File: src/rtl/font_rom_arbiter.sv
// Three-way round-robin arbiter for one shared font ROM.
// The owner's digit and row go to the ROM. The returned row is reduced to one
// registered pixel. Ownership rotates after HOLD_MAX cycles, but only when
// another requester is waiting.
module font_rom_arbiter #(
    parameter int HOLD_MAX = 8
) (
    input  logic       clk,
    input  logic       reset,
    input  logic [2:0] req,
    input  logic [3:0] bcd0,
    input  logic [3:0] bcd1,
    input  logic [3:0] bcd2,
    input  logic [3:0] row0,
    input  logic [3:0] row1,
    input  logic [3:0] row2,
    input  logic [2:0] col0,
    input  logic [2:0] col1,
    input  logic [2:0] col2,
    output logic [3:0] rom_char,
    output logic [3:0] rom_row,
    input  logic [7:0] rom_data,
    output logic [2:0] gnt,
    output logic       pix_valid,
    output logic [1:0] pix_id,
    output logic       pix_bit,
    output logic       busy
);

    typedef enum logic {IDLE, OWN} state_t;

    state_t     state;
    logic [1:0] owner;
    logic [1:0] ptr;
    logic [3:0] hold_cnt;

    logic [3:0] sel_bcd;
    logic [3:0] sel_row;
    logic [2:0] sel_col;
    logic [2:0] bit_idx;
    logic       own_req;
    logic [2:0] others;
    logic [1:0] win;

    // Requester index that follows x, modulo 3.
    function automatic logic [1:0] rr_next(input logic [1:0] x);
        return (x >= 2'd2) ? 2'd0 : x + 2'd1;
    endfunction

    // Search order after last: last+1, then last+2, then last itself.
    // The caller only uses the result when mask is non-zero.
    function automatic logic [1:0] rr_pick(input logic [2:0] mask, input logic [1:0] last);
        logic [1:0] c1, c2, c3;
        c1 = rr_next(last);
        c2 = rr_next(c1);
        c3 = rr_next(c2);
        if (mask[c1])      return c1;
        else if (mask[c2]) return c2;
        else               return c3;
    endfunction

    // Select the owner's digit, row and column.
    always_comb begin
        sel_bcd = bcd0;
        sel_row = row0;
        sel_col = col0;
        case (owner)
            2'd1:    begin sel_bcd = bcd1; sel_row = row1; sel_col = col1; end
            2'd2:    begin sel_bcd = bcd2; sel_row = row2; sel_col = col2; end
            default: ;
        endcase
    end

    // The ROM address is driven only while someone owns the ROM.
    // Non-BCD digit codes select the blank glyph.
    always_comb begin
        rom_char = 4'd0;
        rom_row  = 4'd0;
        if (state == OWN) begin
            rom_char = (sel_bcd > 4'd9) ? 4'hA : sel_bcd;
            rom_row  = sel_row;
        end
    end

    // Pick the next winner.
    // A rotation after a full hold excludes the current owner.
    // Every other decision considers the whole request vector.
    always_comb begin
        bit_idx = 3'd7 - sel_col;
        own_req = req[owner];
        others  = req & ~(3'b001 << owner);
        win     = rr_pick(req, ptr);
        if (state == OWN && own_req)
            win = rr_pick(others, ptr);
    end

    assign busy = (state == OWN);

    // Arbitration FSM, hold counter and registered pixel output.
    always_ff @(posedge clk) begin
        if (!reset) begin
            state     <= IDLE;
            gnt       <= 3'b000;
            owner     <= 2'd0;
            ptr       <= 2'd2;
            hold_cnt  <= 4'd0;
            pix_valid <= 1'b0;
            pix_id    <= 2'd0;
            pix_bit   <= 1'b0;
        end else begin
            case (state)
                IDLE: begin
                    pix_valid <= 1'b0;
                    if (|req) begin
                        state    <= OWN;
                        gnt      <= 3'b001 << win;
                        owner    <= win;
                        ptr      <= win;
                        hold_cnt <= 4'd1;
                    end else begin
                        gnt <= 3'b000;
                    end
                end
                OWN: begin
                    if (own_req) begin
                        pix_valid <= 1'b1;
                        pix_id    <= owner;
                        pix_bit   <= rom_data[bit_idx];
                        if (hold_cnt < 4'(HOLD_MAX)) begin
                            hold_cnt <= hold_cnt + 4'd1;
                        end else if (|others) begin
                            gnt      <= 3'b001 << win;
                            owner    <= win;
                            ptr      <= win;
                            hold_cnt <= 4'd1;
                        end
                    end else begin
                        pix_valid <= 1'b0;
                        if (|req) begin
                            gnt      <= 3'b001 << win;
                            owner    <= win;
                            ptr      <= win;
                            hold_cnt <= 4'd1;
                        end else begin
                            state    <= IDLE;
                            gnt      <= 3'b000;
                            hold_cnt <= 4'd0;
                        end
                    end
                end
                default: state <= IDLE;
            endcase
        end
    end

endmodule

File: config.mk
export PLATFORM = sky130hd
export DESIGN_NAME = font_rom_arbiter
export DESIGN_NICKNAME = d
export VERILOG_FILES = /design/src/rtl/font_rom_arbiter.sv
export SDC_FILE = /design/constraint.sdc
export NUM_CORES = 1
export LEC_CHECK = 0
export ABC_AREA = 1
export BUFFER_PORTS_ARGS = -buffer_cell sky130_fd_sc_hd__clkbuf_2
export CELL_PAD_IN_SITES_DETAIL_PLACEMENT = 1
export CELL_PAD_IN_SITES_GLOBAL_PLACEMENT = 1
export CORE_MARGIN = 3
export CORE_UTILIZATION = 32
export DETAILED_ROUTE_END_ITERATION = 12
export HOLD_SLACK_MARGIN = 0.05
export PLACE_DENSITY_LB_ADDON = 0.2
export REMOVE_ABC_BUFFERS = 1
export SLEW_MARGIN = 10
export SYNTH_ARGS = -nofsm -noshare
export SYNTH_HDL_FRONTEND = slang
export SYNTH_SLANG_ARGS = --single-unit
File: constraint.sdc
create_clock -name clk -period 3.24 [get_ports clk]
set_input_delay 0.162 -clock clk [delete_from_list [all_inputs] [get_ports clk]]
set_output_delay 0.162 -clock clk [all_outputs]
set_load 0.005 [all_outputs]
### Yosys cells after proc, flatten, opt, wreduce, memory -nomap -nowiden

Cells that the tools add are included.

* register bits: 16
* latch bits: 0
* memory bits (writable): 0
* memory bits (read-only): 0
* output and inout port bits: 16
* word-level logic and storage cells: 89
* memories: 0

* add/sub/neg operators: 5
* multiply operators: 0
* div/mod/pow operators: 0
* magnitude comparators: 9
* eq/ne operators: 6
* shift operators: 2
* multiplexer cells: 50
* bitwise logic cells: 3
* reduce and logical (&&, ||, !) cells: 6

Operator list (count)
* two-way mux 2 bit: 14
* two-way mux 4 bit: 7
* one-hot mux 4 bit (2 select lines): 3
* two-way mux 3 bit: 4
* one-hot mux 3 bit (2 select lines): 2
* binary-select mux 1 bit (select 2 bit): 5
* two-way mux 1 bit: 10
* < comparator 2 x 3 -> 1 bit (second input constant): 3
* one-hot mux 2 bit (2 select lines): 2
* adder 2 x 1 -> 2 bit (second input constant): 3
* >= comparator 2 bit (second input constant): 3
* AND reduction 2 bit: 3
* OR reduction 3 bit: 2
* << shifter 1 x 2 -> 3 bit (first input constant): 2
* adder 4 x 1 -> 4 bit (second input constant): 1
* greater-than comparator 4 bit (second input constant): 1
* < comparator 3 x 4 -> 1 bit (second input constant): 1
* < comparator 4 bit (second input constant): 1
* inequality test 4 x 2 -> 1 bit (second input constant): 1
* one-hot mux 1 bit (2 select lines): 2
* bitwise AND 3 bit: 1
* binary-select mux 1 bit (select 3 bit): 1
* inequality test 3 x 2 -> 1 bit (second input constant): 1
* inequality test 3 bit (second input constant): 1
* 7 further kinds: 7

### Depth between registers and ports, before layout

Gate-level depths: netlist (run 1).

* depth after elaboration: 14
* mapped depth: 14
* depth with buffers taken out: 14

### Worst setup path after synthesis (run 1)

No wires, ideal clock.

* kind: register -> output
* from: reg owner[0]
* to: out rom_char[0]
* arrival: 1.575 ns
* setup slack: 1.503 ns
* cell stages (with the launch flop): 8
* buffers on the path: 2
* cell sequence: dfxtp_1 -> inv_2 -> ha_1 -> buf_2 -> buf_2 -> o21ai_0 -> a21oi_1 -> a211oi_1

* longest elaborated chain between the ends: 5

RTL lines
* start, declared: RTL line 33 `logic [1:0] owner;`
* start signal, assigned: RTL line 117 `owner <= win;`
* start signal, assigned: RTL line 133 `owner <= win;`
* start signal, assigned: RTL line 141 `owner <= win;`
* == test 2 bit or == test 2 x 1 -> 1 bit (tied branches): RTL line 67 `case (owner)`
* one-hot mux 4 bit (2 select lines) *: RTL line 67
* greater-than comparator 4 bit: RTL line 80 `rom_char = (sel_bcd > 4'd9) ? 4'hA : sel_bcd;`
* two-way mux 4 bit *: RTL line 80
* two-way mux 4 bit *: RTL line 79 `if (state == OWN) begin`
* end, declared: RTL line 20 `output logic [3:0] rom_char,`

Every way passes the cells marked *; elsewhere a longest branch is shown, timed or not.

### Worst setup path in the final report (run 1)

Ends and elaborated chain as after synthesis.

==> results.cfg, run 1 <==
[clock_tree]
cts_root_buffer = clkbuf_8
post_cts_buffers = 0
cts-resized-gates = 0
clk_latency_ns = 0.25
cts_tree = built
clock_path_buffers = 2
htreeDepth = 1
ctsHoldBuffers = 0
clkSinkCount = 16
clk_transition_reported_paths_ns = 0.06
cts_buffers = 3

[yosys]
synth_xor_area_share_pct = 0.6616
synth_mux_area_share_pct = 0
ys_ff_latch = 16
synth_simple_gate_area_share_pct = 39.79
synthDistinctLibCells = 31
synthCells = 220
ys_top_cells_by_count = nand2_1, inv_1, nand3_1
synth_area_um2 = 1324
yosysWarnings = 0
synth_top_cell_by_area = dfxtp_1
yosys.area_share.adder_pct = 3.781
netlist_top_cells_area = dfxtp_1, nand2_1, inv_1, nand3_1, o21ai_0
ys_seq_area_share_pct = 24.20
synth.most_common_cell = nand2_1
synth_compound_area_share_pct = 19.94
postSynthAreaPerCell_um2 = 6.017
ys.flop_type = dfxtp_1
synth_top_family_by_area = simple AND/OR/NAND/NOR gates
yosysTopAreaCellShare_pct = 24.20
async_reset_ff_share_pct = 0
synth_edf_count = 0

[grt]
grt_pass1_wl_um = 6810
grt.total_usage_pct = 16.50
grt_max_degree = 22
grt_remaining_overflow = 0
grt_pass1_vias = 1570
antenna_found_initial = 0

[route]
vias_per_cell = 4.844
ant_nets = 0
dr.pass1.iters = 4
drtIter0Drc = 40
num_vias = 1584
routed_wl_um = 4046
avgRoutedWirePerCell_um = 12.37
drc = 0

[run_status]
status = finished, final reports clean

[timing]
fin_crit_sh_pct = 72.42
setup_viol = 0
relSlewSlack_pct = 56.92
hold_violations = 0
fin_ws_ns = 0.8935
tns_ns = 0
grt_setup_unrepaired = false
tightestPinTransition_ns = 0.6427
finClkSkew_ns = 0.002223
clock.fmax_ghz = 0.4262
layout_min_cycle_time_ns = 2.347
drv_slew = 0

[setup_path]
rr_startpoint = owner[0]$_SDFFE_PN0P_
worstRegToRegCells = 13
cp_max_fo = 21
worstSetupPathDepth = 6
slowest_delay_ns = 0.53
worstSetupPathType = register to output pin
cp.required_ns = 3.08
start_kind = register
startpoint = owner[0]$_SDFFE_PN0P_
r2r_setup_slack_ns = 1.08
slowest_stage = ha_1
crit_path_end = rom_char[0]
arrival_ns = 2.18
r2r-end = pix_bit$_SDFFE_PN0N_
critPathTopFamily = compound AO/OA/AOI/OAI gates
endpoint_kind = output pin
cp_cell_sequence = inv_2 -> ha_1 -> o21ai_0 -> a21oi_1 -> a211oi_1 -> clkbuf_2
timing.critical_path.buf_inv = 2

[floorplanning]
row_count = 22
die_x_um = 70.32
io_pins = 62
die_area_um2 = 4944
die_h_um = 70.32
core_area_um2 = 3826
initial_utilization_pct = 34.60

[placed_design]
dp_hpwl_um = 3458
routabilityCongestion = 0.7983
place_ws_ns = 1.059
io_buffers = 61

[layout]
final_util_pct = 44.83
diodes = 0
drive_above_1_share_pct = 29.39
layout.nets = 330
area_growth_pct = 29.58

[power_and_ir_drop]
p_sw_share_pct = 42.70
vdd_ir_drop_max_v = 0.0002763
combPwrFrac_pct = 52.9
switchingPower_uw = 390.4
p_per_area_nw_per_um2 = 533.1
intPower_uw = 524.0
leakage_nw = 0.9070
clkPwrFrac_pct = 19.2
seqPwrFrac_pct = 27.9

[min_path]
hold_class = primary input to register

[job]
drv_cap = 0
tightest hold or removal path, stage by stage:
cell      delay (ns)
clkbuf_2        0.13
nand2_1         0.06
inv_1           0.04
per-layer routing:
metal	track usage (%)	wire, um	vias to the layer above	share of wire, %
li1	-	-	834	-
met1	21.05	1866	715	46
met2	29.42	1990	31	49
met3	2.878	151	4	3.7
met4	2.128	38	0	0.94
met5	0	0	-	0
worst min path at each step:
stage / from / end / slack, ns / cells past startpoint
after global routing: reset / hold_cnt[3]$_SDFFE_PN0P_ / 0.19 / 3
after floorplan: reset / hold_cnt[3]$_SDFFE_PN0P_ / 0.26 / 2
after detailed placement: reset / hold_cnt[3]$_SDFFE_PN0P_ / 0.42 / 3
after global placement: reset / hold_cnt[3]$_SDFFE_PN0P_ / 0.42 / 3
final: reset / hold_cnt[3]$_SDFFE_PN0P_ / 0.16 / 3
after CTS: reset / hold_cnt[3]$_SDFFE_PN0P_ / 0.16 / 3
area by class of cell:
class	count	area (um^2)
inverter	32	125.1
tap	48	60.06
timing repair buffer	61	305.3
sequential	16	320.3
multi-input combinational	166	849.6
clock buffer	4	55.05
fill	561	2111
through the flow:
step	std cells	hold WS, ns	instance area (um^2)	power [mW]
3_3_place_gp	323	0.4230	1660	0.7455
5_1_grt	327	0.1860	1715	1.014
4_1_cts	327	0.1589	1715	0.9329
6_report	327	0.1648	1715	0.9144
2_1_floorplan	214	0.2596	1295	0.5954
3_5_place_dp	323	0.4250	1660	0.7514
sequential cells by signal, summed over array words and instances (netlist names):
register and count:
pix_bit 1, owner 2, busy 1, gnt 3
hold_cnt 4, ptr 2, pix_id 2, pix_valid 1
placed cells by master, fill, tap and decap left out:
cell type and count:
nor2_1 17, nor4_1 1, nor2_4 1, o21a_1 1, o22ai_1 2, clkbuf_8 4, nand3_4 1, nand3_1 18
ha_1 4, xnor2_1 1, clkbuf_2 61, a21oi_1 13, o21ai_1 2, o211ai_1 2, inv_6 1, a31o_2 3
nor2_8 1, nand3_2 1, inv_2 4, a211oi_1 1, dfxtp_1 16, a22o_1 1, nor3_2 1, nor2_2 2
inv_1 27, nand2_1 71, nand2_2 1, o21ai_0 17, nand4_1 2, a221o_1 1, o21ai_4 1
power by group through the flow:
stage / Clock [mW] / Combinational, mW / Sequential, mW
after detailed placement: 0 / 0.492 / 0.259
after CTS: 0.184 / 0.494 / 0.255
after global routing: 0.194 / 0.561 / 0.259
after floorplan: 0 / 0.341 / 0.255
final: 0.176 / 0.484 / 0.255
after global placement: 0 / 0.487 / 0.258
cell families after synthesis:
group,after synthesis
AO/OA/AOI/OAI,44
XOR/XNOR,1
adder cells (fa/ha/maj),4
buffers and inverters,38
flip-flops,16
AND/OR/NAND/NOR,117
Power figures use the tool's default switching activity.
==> run 2: changes to the inputs <==
CORE_UTILIZATION = 27   (was 32)
clock period = 1.9 ns   (was 3.24 ns; I/O delays follow)
==> results.cfg, run 2 (synthesized netlist as in run 1, its figures left out) <==
[clock_tree]
htreeDepth = 1
clock_path_buffers = 2
cts_buffers = 3
clk_latency_ns = 0.25
cts_tree = built
clk_transition_reported_paths_ns = 0.07
clkSinkCount = 16
cts_root_buffer = clkbuf_8
ctsHoldBuffers = 0

[route]
avgRoutedWirePerCell_um = 13.20
vias_per_cell = 4.746
drc = 0
dr.pass1.iters = 4
ant_nets = 0
num_vias = 1699
drtIter0Drc = 69
routed_wl_um = 4725

[layout]
layout_common_cells = nand2_1, clkbuf_2, inv_1, nand3_1, nor2_1
drive_above_1_share_pct = 36.52
largest_reg_flops = 4
diodes = 0
area_growth_pct = 47.64
instances_no_fill = 358
largest_register = hold_cnt
final_common_cell = nand2_1
num-fill-cells = 616
final_util_pct = 43.10
top_regs = hold_cnt x4, gnt x3
layout.nets = 344

[timing]
finClkSkew_ns = 0.007264
relSlewSlack_pct = 69.82
drv_slew = 0
tightestPinTransition_ns = 0.4502
setup_viol = 0
clock.fmax_ghz = 0.5521
fin_crit_sh_pct = 95.33
fin_ws_ns = 0.08869
hold_violations = 0
layout_min_cycle_time_ns = 1.811

[power_and_ir_drop]
vdd_ir_drop_max_v = 0.0003517
leakage_nw = 1.004
p_per_area_nw_per_um2 = 964.7

[min_path]
hold_class = primary input to register
hold_depth = 3

[grt]
grt_pass1_wl_um = 7721
grt.total_usage_pct = 15.95
grt_remaining_overflow = 0
grt_max_degree = 20
antenna_found_initial = 0
grt_pass1_vias = 1707

[setup_path]
worstRegToRegCells = 13
slowest_delay_ns = 0.39
worstSetupPathType = register to output pin
endpoint_kind = output pin
cp_cell_sequence = inv_6 -> ha_4 -> buf_12 -> nand3_1 -> o21ai_2 -> a21oi_1 -> a211oi_1 -> buf_2
critPathTopFamily = flip-flops
slowest_stage = dfxtp_4
worstSetupPathDepth = 8
arrival_ns = 1.72
cp.required_ns = 1.80
start_kind = register
timing.critical_path.buf_inv = 3
cp_max_fo = 9

[floorplanning]
die_h_um = 76.02
core_area_um2 = 4534
initial_utilization_pct = 29.19
io_pins = 62
die_area_um2 = 5779
row_count = 24
die_x_um = 76.02

[run_status]
status = finished, final reports clean

[placed_design]
placed_cells = 350
dp_hpwl_um = 3782
place_ws_ns = 0.03023
io_buffers = 61
routabilityCongestion = 0.8180

[job]
drv_cap = 0
run 2: cell count changes in the layout (fill, tap and decap cells not counted), moves of 3 or more:
cell / change
o21ai_2: +4
ha_1: -3
ha_4: +3
buf_4: +10
o21ai_0: -5
run 2: final timing paths:
path	startpoint	to	slack (ns)
max	owner[0]$_SDFFE_PN0P_	rom_char[0]	0.09
min	reset	hold_cnt[3]$_SDFFE_PN0P_	0.09
max reg2reg	owner[0]$_SDFFE_PN0P_	pix_bit$_SDFFE_PN0N_	0.16
min reg2reg	gnt[2]$_SDFFE_PN0P_	gnt[2]$_SDFFE_PN0P_	0.46
run 2: timing repair:
item	in CTS	in global routing
buffers inserted	0	3
resized for setup	11	15
pin swaps	0	2
setup endpoints to repair	3	4
gates cloned	0	1
run 2: worst min-delay path, stage by stage:
cell and delay (ns):
clkbuf_2 0.12, nand2_1 0.06, inv_1 0.04
run 2: layout make-up:
cell class,count,area [um^2],share of cell area [%]
Clock buffer,4,55.05,2.817
Sequential cell,16,325.3,16.65
Tap cell,65,81.33,4.161
Timing Repair Buffer,75,447.9,22.92
Multi-Input combinational cell,166,914.6,46.80
Inverter,32,130.1,6.658
run 2: routing by layer:
metal,up-vias,wire (um),GRT usage (%)
li1,861,-,-
met1,791,2091,20.23
met2,41,2426,28.19
met3,6,161,3.073
met4,0,45,3.080
met5,-,0,0
run 2: power by group:
part	internal, mW	switching [mW]
Sequential	0.391	0.0427
Clock	0.184	0.125
Combinational	0.529	0.614
run 2: stage by stage:
step / instance area [um^2] / power, mW / hold WS (ns) / setup TNS, ns
after global placement: 1769 / 1.377 / 0.3585 / 0
after global routing: 1954 / 2.073 / 0.1147 / -0.02370
after detailed placement: 1769 / 1.396 / 0.3580 / 0
final: 1954 / 1.885 / 0.09023 / 0
after CTS: 1868 / 1.756 / 0.08846 / 0
after floorplan: 1295 / 1.015 / 0.1926 / 0
==> run 3: changes to the inputs <==
RECOVER_POWER = 50   (was not set)
REMOVE_ABC_BUFFERS = not set   (was 1)
==> results.cfg, run 3 (synthesized netlist as in run 1, its figures left out) <==
[run_status]
status = finished, final reports clean

[layout]
drive_above_1_share_pct = 35.93
largest_register = hold_cnt
top_regs = hold_cnt x4, gnt x3
layout.nets = 346
final_common_cell = nand2_1
diodes = 0
area_growth_pct = 44.99
largest_reg_flops = 4
instances_no_fill = 360
layout_common_cells = nand2_1, clkbuf_2, inv_1, nand3_1, nor2_1

[min_path]
holdCritStartpoint = reset
hold_end = hold_cnt[3]$_SDFFE_PN0P_
hold_depth = 3
hold_class = primary input to register

[grt]
antenna_found_initial = 0
grt_pass1_wl_um = 7548
grt_remaining_overflow = 0
grt.total_usage_pct = 15.62
grt_max_degree = 13
grt_pass1_vias = 1713

[route]
vias_per_cell = 4.653
avgRoutedWirePerCell_um = 12.43
met1Wirelength_um = 2075
drc = 0
routed_wl_um = 4475
drtIter0Drc = 53
highest_layer = met4
num_vias = 1675
ant_nets = 0
dr.pass1.iters = 4
route.met3.wl_um = 145
wl_met2_um = 2199

[clock_tree]
htreeDepth = 1
ctsHoldBuffers = 0
cts_buffers = 3
clk_transition_reported_paths_ns = 0.07
cts_tree = built
clk_latency_ns = 0.26
clock_path_buffers = 2
cts_root_buffer = clkbuf_8
clkSinkCount = 16

[floorplanning]
io_pins = 62
die_area_um2 = 5779
die_h_um = 76.02
initial_utilization_pct = 29.19
die_x_um = 76.02
core_area_um2 = 4534
row_count = 24

[timing]
layout_min_cycle_time_ns = 1.807
relSlewSlack_pct = 52.85
tightestPinTransition_ns = 0.7019
hold_violations = 0
drv_slew = 0
clock.fmax_ghz = 0.5533
whs_ns = 0.1045
fin_crit_sh_pct = 95.12
grt_setup_unrepaired = true
finClkSkew_ns = 0.001190
tns_ns = 0
setup_viol = 0

[yosys]
syn_nets = 270

[setup_path]
r2r_setup_slack_ns = 0.23
endpoint_kind = output pin
r2r-end = pix_bit$_SDFFE_PN0N_
slowest_stage = dfxtp_4
cp_max_fo = 5
arrival_ns = 1.71
rr_startpoint = owner[0]$_SDFFE_PN0P_
slowest_delay_ns = 0.37
worstSetupPathType = register to output pin
critPathTopFamily = buffers and inverters
start_kind = register
cp.required_ns = 1.80
timing.critical_path.buf_inv = 6
worstRegToRegCells = 13
cp_cell_sequence = inv_4 -> ha_4 -> buf_8 -> buf_6 -> inv_2 -> a221o_1 -> o211ai_1 -> inv_1 -> clkbuf_2

[power_and_ir_drop]
p_per_area_nw_per_um2 = 957.4
leakage_nw = 0.9937
intPower_mw = 1.081
clkPwrFrac_pct = 17.0
combPwrFrac_pct = 59.6
vdd_ir_drop_max_v = 0.0003311
switchingPower_uw = 756.1
p_sw_share_pct = 41.15
seqPwrFrac_pct = 23.4

[placed_design]
io_buffers = 61
dp_hpwl_um = 3691
placed_cells = 350
routabilityCongestion = 0.8515

[job]
drv_cap = 0
-- run 3: how the worst max path moves through the flow --
stage	end	slack, ns	cells after the start	start
2_1_floorplan	rom_char[0]	0.23	7	owner[0]$_SDFFE_PN0P_
3_3_place_gp	pix_bit$_SDFFE_PN0N_	0.16	11	owner[0]$_SDFFE_PN0P_
5_1_grt	rom_char[0]	-0.03	9	owner[1]$_SDFFE_PN0P_
4_1_cts	rom_row[2]	0.004	9	owner[1]$_SDFFE_PN0P_
3_5_place_dp	pix_bit$_SDFFE_PN0N_	0.09	11	owner[0]$_SDFFE_PN0P_
6_report	rom_row[2]	0.09	9	owner[0]$_SDFFE_PN0P_
-- run 3: metal layers --
metal	up-vias	track usage [%]
li1	867	-
met5	-	0
met4	0	3.261
met2	29	27.75
met3	4	3.310
met1	775	19.42
-- run 3: layout make-up --
cell class | count | area (um^2)
clock buffer | 4 | 55.05
sequential | 16 | 325.3
fill | 626 | 2615
tap | 65 | 81.33
inverter | 32 | 127.6
timing repair buffer | 77 | 452.9
multi-input combinational | 166 | 877.1
-- run 3: metrics by stage --
stage / power [mW] / cell area [um^2] / worst slack (ns) / util, %
floorplan: 1.033 / 1324 / 0.2297 / -
global placement: 1.339 / 1757 / 0.1596 / 38.74
detailed placement: 1.356 / 1757 / 0.08897 / 38.74
CTS: 1.726 / 1841 / 0.003517 / 40.59
global route: 2.013 / 1919 / -0.03250 / 42.33
finish: 1.838 / 1919 / 0.09264 / 42.33
-- run 3: worst min-delay path, stage by stage --
cell      delay, ns
clkbuf_2       0.13
nand2_1        0.06
inv_1          0.04
-- run 3: what timing repair did --
action	4_1_cts	5_1_grt
endpoints found under the setup margin	8	12
resized for setup	8	13
pin swaps	0	1
cloned	0	2
buffers inserted	0	4
-- run 3: power by group through the flow --
stage	Clock (mW)	Sequential [mW]	Combinational, mW
2_1_floorplan	0	0.432	0.601
6_report	0.313	0.430	1.09
3_5_place_dp	0	0.432	0.924
4_1_cts	0.327	0.426	0.973
5_1_grt	0.338	0.439	1.24
3_3_place_gp	0	0.431	0.908
